===== config.mk =====
export PLATFORM = sky130hd
export DESIGN_NAME = ifu_fetch_ctrl
export DESIGN_NICKNAME = d
export VERILOG_FILES = /design/src/rtl/ifu_fetch_ctrl.sv
export SDC_FILE = /design/constraint.sdc
export NUM_CORES = 1
export LEC_CHECK = 0
export ABC_AREA = 1
export CAP_MARGIN = 20
export CORE_UTILIZATION = 40
export DETAILED_ROUTE_END_ITERATION = 10
export PLACE_DENSITY = 0.87
export SYNTH_ARGS = -nofsm -noshare
export SYNTH_HDL_FRONTEND = slang
export SYNTH_SLANG_ARGS = --single-unit

===== constraint.sdc =====
create_clock -name i_clk -period 4.64 [get_ports i_clk]
set_input_delay 0.928 -clock i_clk [delete_from_list [all_inputs] [get_ports i_clk]]
set_output_delay 0.928 -clock i_clk [all_outputs]
set_load 0.02 [all_outputs]

===== src/rtl/ifu_fetch_ctrl.sv =====
// Producer side of the IFU fetch FIFO: owns the fetch PC, issues sequential imem
// requests, pushes responses and credit-tracks FIFO occupancy plus in-flight requests.
module ifu_fetch_ctrl #(
    parameter int unsigned FIFO_DEPTH      = 4,
    parameter int unsigned MAX_OUTSTANDING = 2,
    parameter logic [31:0] RESET_PC        = 32'h8000_0000
) (
    input  logic        i_clk,
    input  logic        i_rst,
    input  logic        i_redirect_valid,
    input  logic [31:0] i_redirect_pc,
    output logic        o_imem_req_valid,
    input  logic        i_imem_req_ready,
    output logic [31:0] o_imem_req_addr,
    input  logic        i_imem_resp_valid,
    input  logic [31:0] i_imem_resp_data,
    output logic        o_fifo_push,
    output logic [31:0] o_fifo_entry,
    output logic        o_fifo_flush,
    input  logic        i_fifo_pop,
    output logic        o_fifo_valid
);

    localparam int unsigned CNT_W = $clog2(FIFO_DEPTH + 1);
    localparam int unsigned OUT_W = $clog2(MAX_OUTSTANDING + 1);
    localparam int unsigned SUM_W = ((CNT_W > OUT_W) ? CNT_W : OUT_W) + 1;

    typedef enum logic [1:0] {
        S_IDLE  = 2'd0,
        S_FETCH = 2'd1,
        S_DRAIN = 2'd2
    } state_t;

    state_t             r_state;
    state_t             w_state_nxt;
    logic [31:0]        r_pc;
    logic [CNT_W-1:0]   r_fifo_cnt;
    logic [OUT_W-1:0]   r_outst;
    logic [OUT_W-1:0]   r_drop_cnt;
    logic               r_flush;

    logic               w_req_valid;
    logic               w_credit_ok;
    logic               w_outst_ok;
    logic               w_accept;
    logic               w_push;
    logic               w_fifo_valid;
    logic               w_pop;
    logic               w_drop;
    logic [OUT_W-1:0]   w_outst_nxt;

    // Credits cover both entries already in the FIFO and responses still in flight
    assign w_credit_ok  = (SUM_W'(r_fifo_cnt) + SUM_W'(r_outst)) < SUM_W'(FIFO_DEPTH);
    assign w_outst_ok   = r_outst < OUT_W'(MAX_OUTSTANDING);
    assign w_accept     = w_req_valid && i_imem_req_ready;
    assign w_push       = i_imem_resp_valid && (r_drop_cnt == '0) && !i_redirect_valid;
    assign w_drop       = i_imem_resp_valid && (r_drop_cnt != '0);
    assign w_fifo_valid = (r_fifo_cnt != '0) && !i_redirect_valid && !r_flush;
    assign w_pop        = i_fifo_pop && w_fifo_valid;
    assign w_outst_nxt  = r_outst + OUT_W'(w_accept) - OUT_W'(i_imem_resp_valid);

    // Next state and request issue
    always_comb begin
        w_state_nxt = r_state;
        w_req_valid = 1'b0;
        unique case (r_state)
            S_IDLE: begin
                w_state_nxt = S_FETCH;
            end
            S_FETCH: begin
                w_req_valid = !i_redirect_valid && w_credit_ok && w_outst_ok;
            end
            S_DRAIN: begin
                if ((r_drop_cnt == '0) && !i_redirect_valid && !r_flush) begin
                    w_state_nxt = S_FETCH;
                end
            end
            default: begin
                w_state_nxt = S_IDLE;
            end
        endcase
        // A redirect from any state goes through the flush cycle before fetching again
        if (i_redirect_valid) begin
            w_state_nxt = S_DRAIN;
        end
    end

    always_ff @(posedge i_clk) begin
        if (i_rst) begin
            r_state <= S_IDLE;
        end else begin
            r_state <= w_state_nxt;
        end
    end

    // PC, credit counters and flush pulse
    always_ff @(posedge i_clk) begin
        if (i_rst) begin
            r_pc       <= RESET_PC;
            r_fifo_cnt <= '0;
            r_outst    <= '0;
            r_drop_cnt <= '0;
            r_flush    <= 1'b0;
        end else begin
            r_flush <= i_redirect_valid;
            r_outst <= w_outst_nxt;
            if (i_redirect_valid) begin
                r_pc       <= i_redirect_pc;
                r_fifo_cnt <= '0;
                r_drop_cnt <= w_outst_nxt;
            end else begin
                if (w_accept) begin
                    r_pc <= r_pc + 32'd4;
                end
                r_fifo_cnt <= r_fifo_cnt + CNT_W'(w_push) - CNT_W'(w_pop);
                if (w_drop) begin
                    r_drop_cnt <= r_drop_cnt - OUT_W'(1);
                end
            end
        end
    end

    assign o_imem_req_valid = w_req_valid;
    assign o_imem_req_addr  = r_pc;
    assign o_fifo_push      = w_push;
    assign o_fifo_entry     = i_imem_resp_data;
    assign o_fifo_flush     = r_flush;
    assign o_fifo_valid     = w_fifo_valid;

endmodule


Word level (Yosys, flattened, before mapping)
Index checks and enable logic that the tools add are counted.
{ "totals": {"word_cells": 52, "input_bits": 70, "output_inout_bits": 68, "ff_bits": 42} }
{ "op_classes": {"bitwise_logic": 1, "order_cmp": 2, "addsub": 7, "n_eq_ne": 5, "reduce_logical": 22, "mux": 8} }
{ "op_table": {"columns": ["operator", "n"], "rows": [
  ["$mux W32", 2],
  ["$add A32 B3 Y32 const B", 1],
  ["$logic_and A1 B1 Y1", 11],
  ["$mux W2", 4],
  ["$pmux W2 S3", 1],
  ["$reduce_bool A2 Y1", 3],
  ["$add A3 B2 Y4", 1],
  ["$logic_not A2 Y1", 2],
  ["$lt A4 B3 Y1 const B", 1],
  ["$ne A2 B2 Y1 const B", 2],
  ["$reduce_and A2 Y1", 2],
  ["$add A3 B1 Y3", 1],
  ["$ne A3 B3 Y1 const B", 1],
  ["$reduce_bool A3 Y1", 1],
  ["$sub A3 B1 Y3", 1],
  ["$add A2 B1 Y2", 1],
  ["$eq A2 B1 Y1 const B", 1],
  ["$eq A2 B2 Y1 const B", 1],
  ["$logic_not A1 Y1", 2],
  ["$lt A2 B2 Y1 const B", 1],
  ["$reduce_or A2 Y1", 1],
  ["$sub A2 B1 Y2", 1],
  ["$sub A2 B1 Y2 const B", 1],
  ["$mux W1", 1],
  ["$not A1 Y1", 1]
]} }

Logic depth before layout (Yosys ltp)
{ "depth": {"ltp_word": 9, "mapped_depth": 13, "ltp_nobuf": 12} }

Least setup slack after synthesis
No wires, ideal clock.
{ "synth_timing": {"path_kind": "input port to flip-flop", "startpoint": "input i_redirect_valid", "endpoint": "register r_fifo_cnt[2]", "setup_ns": 0.115, "t_arrival_ns": 3.050, "required_ns": 4.525, "slack_ns": 1.475, "cell_stages": 11, "path_cell_list": "buf_6 clkbuf_1 nor3_1 and2_1 ha_1 inv_1 ha_1 fa_1 xnor2_1 xnor2_1 nor2_1"} }
{ "synth_between": {"elab_chain_cells": 5, "elab_cells_between_ends": 8, "classes_between": "2 x add/sub; 6 x reduce/logical"} }
{ "synth_rtl": {"columns": ["item", "line_no", "source"], "rows": [
  ["start: declaration", "10", "input logic i_redirect_valid,"],
  ["$logic_not A1 Y1", "58", "assign w_fifo_valid = (r_fifo_cnt != '0) && !i_redirect_valid && !r_flush;"],
  ["$logic_and A1 B1 Y1 (2 in a row)", "58", null],
  ["via o_fifo_valid", "21", "output logic o_fifo_valid"],
  ["$logic_and A1 B1 Y1", "59", "assign w_pop = i_fifo_pop && w_fifo_valid;"],
  ["$sub A3 B1 Y3", "115", "r_fifo_cnt <= r_fifo_cnt + CNT_W'(w_push) - CNT_W'(w_pop);"],
  ["end signal: assignment", "115", null],
  ["end: declaration", "37", "logic [CNT_W-1:0] r_fifo_cnt;"]
]} }
The timed path passes the listed nets, and every way through them passes these cells.
A chain may end at the register's enable or synchronous reset.

Final worst setup path
{ "layout_timing": {"startpoint": "input i_redirect_valid", "endpoint": "output o_imem_req_valid"} }
{ "layout_between": {"elab_chain_cells": 4} }
{ "layout_rtl": {"columns": ["item", "line_no", "source"], "rows": [
  ["$logic_not A1 Y1", "71", "w_req_valid = !i_redirect_valid && w_credit_ok && w_outst_ok;"],
  ["$logic_and A1 B1 Y1 (2 in a row)", "71", null],
  ["$mux W1", "66", "unique case (r_state)"],
  ["end: declaration", "12", "output logic o_imem_req_valid,"]
]} }
No other way between the ends.

==> metrics.txt <==
Seq/Total Area, Yosys=27.13%; Die ar.=0.008105 mm^2; via/cell ratio=5.161; H-tree Lvls=2; Post-CTS Resized=0; utilization after layout=roughly half; Initial Utilization=42.05%; first-pass GRT wire length=about 14000 um; Detail Route Antenna Nets=0; pre-CTS WS=952.5 ps; clk_lat worst skew=300 ps; Met2 Routed Length=approximately 3900 um; final worst slack=998.9 ps; area leader, netlist=dfxtp_1; share of layout cells above drive strength 1=between 4 and 5%; top cells by area, synth=dfxtp_1 (27%), nand2_1 (18%), nor2_1 (8.2%); Post-DP Area=0.003665 mm^2; Top Ports=around 140; most numerous cell in the Yosys netlist=nand2_1; Post-synth EDFFs=0; Root Buffer=clkbuf_8; # setup viols final=0; Final Slew Violations=0; CTS tree=done; Syn. warnings=0; Synth Register Bits=42; Setup TNS Final=0 ps; Pleak=around 0.0015 uW; DR WL/cell=approximately 13 um; Mapped Area=0.003099 mm^2; DRT Pass-1 Iters=4; worst vdd ir=0.1219 mV; WP data arrival=2710 ps; Async S/R FF share, synth=0%; Die Ht=90.03 um; vias in the first global route=3097; max-cap violation count=0; Vias=3298; HP Class=reg2reg; Post-Syn Area per Cell=6.198 um^2; r2r startpoint=r_fifo_cnt[1]$_SDFF_PP0_; Cells after Synth=500; Tmin final=3641 ps; WL final=8626 um; uppermost layer routed=met4; CP startpoint=i_redirect_valid; GP Congestion=0.9247; buffer count from post-CTS setup fixing=0; drt initial violations=~200; final instance area=0.003771 mm^2; critical path required time=3710 ps; flop-to-flop setup slack=~2000 ps; Setup Skew=between 3 and 4 ps; Synth Flop Type=dfxtp_1; cts bufs inserted=5; critical path peak fanout=13; Post-DP HPWL=6467 um; Critical path destination=o_imem_req_valid; final critical-path share of the clock period=78.47%; synth unique cells=35; clock slew at reported path FFs=80 ps; Max-slew headroom=58.23%; total grt overflow=0; top post-synthesis cells by count=nand2_1 (152), nor2_1 (68), inv_1 (58); Core Region=0.007370 mm^2; status=finished clean; final hold violation count=0; crit end category=output port; synthesis-to-finish area growth=21.68%; crit path launch type=input port; Synthesized Nets=578; Routed met3 length=798 um; Worst-Margin Slew=624.3 ps; drt drc=0; initial antenna violation count=0; top cell type's share of synthesized area=27.13%; row cnt=31; all-layer global routing usage=21.37%; Peak Freq=approximately 270 MHz; Port Buffers=between 70 and 80; FILL cells=748; CTS Buffer Depth=2; Final Power=909.9 uW; Hold Buf Count CTS=0; metal1 wirelength=3745 um; Antenna Cells=0; final net count=617; RSZ-0062 raised after global routing=no; clk sinks=42; cells on worst reg2reg path=12; Pwr per Cell Area=241.3 mW/mm^2; largest net degree at the start of global routing=29; Die W=90.03 um; kind of critical path=in2out; r2r endpoint=r_drop_cnt[1]$_SDFFE_PP0P_
-- worst min path at each step --
| stage | start | end | slack (ps) | cells past startpoint |
|---|---|---|---|---|
| after global placement | o_imem_req_addr[1]$_SDFFE_PP0P_ | o_imem_req_addr[1]$_SDFFE_PP0P_ | 480 | 1 |
| after floorplan | r_drop_cnt[1]$_SDFFE_PP0P_ | r_drop_cnt[1]$_SDFFE_PP0P_ | 500 | 2 |
| after detailed placement | o_imem_req_addr[1]$_SDFFE_PP0P_ | o_imem_req_addr[1]$_SDFFE_PP0P_ | 480 | 1 |
| after CTS | o_imem_req_addr[0]$_SDFFE_PP0P_ | o_imem_req_addr[0]$_SDFFE_PP0P_ | 510 | 1 |
| after global routing | o_imem_req_addr[0]$_SDFFE_PP0P_ | o_imem_req_addr[0]$_SDFFE_PP0P_ | 520 | 1 |
| final | o_imem_req_addr[1]$_SDFFE_PP0P_ | o_imem_req_addr[1]$_SDFFE_PP0P_ | 510 | 1 |
-- sequential cells by signal, summed over array words and instances (netlist names) --
name and flops:
r_state 2, r_outst 2, r_drop_cnt 2, r_fifo_cnt 3, o_imem_req_addr 32, o_fifo_flush 1
-- cell families after synthesis --
family                     after synthesis  share of synthesized area (%)
adders and majority gates                8                          3.472
xor gates and xnor gates                10                          2.826
and+or+nand+nor                        287                          39.93
buffers and inverters                  103                          17.20
AOI/OAI and AO/OA                       50                          9.447
DFF                                     42                          27.13
-- critical path, stage by stage --
cell	delay, ps
clkdlybuf4s50_1	730
nor2_8	230
nand3_4	110
nor2_4	110
clkdlybuf4s50_1	610
-- through the flow --
| stage | hold slack, ps | instances |
|---|---|---|
| floorplan | 500.9 | 500 |
| global placement | 475.7 | 631 |
| detailed placement | 479.0 | 631 |
| CTS | 505.2 | 639 |
| global route | 520.5 | 639 |
| finish | 506.5 | 639 |
-- cell usage in the layout, fill, tap and decap left out, drive strengths merged, types with 2 or more instances in the layout --
cell             n
a21oi           25
a22o             2
a22oi            3
buf              3
clkbuf           7
clkdlybuf4s50   73
dfxtp           42
ha               7
inv             59
nand2          155
nand3           48
nor2            76
nor3             5
o21ai           11
o21bai           6
xnor2            4
xor2             6
-- area by class of cell --
cell class	count	area, um^2	share of cell area (%)
Clock inverter	1	30.03	0.7963
Multi-Input combinational cell	355	1725	45.75
Tap cell	99	123.9	3.285
Clock buffer	7	76.32	2.024
Timing Repair Buffer	76	753.2	19.97
Inverter	59	221.5	5.873
Sequential cell	42	840.8	22.30
-- layer usage --
metal	global-route usage, %	vias to the layer above
met3	4.653	16
met2	35.56	167
li1	-	1618
met1	27.17	1497
met4	7.392	0
met5	0	-
-- where the power goes --
group | switching (uW) | internal [uW]
logic | 105 | 96.5
registers | 33.4 | 384
clock network | 130 | 161
Power figures use the tool's default switching activity.
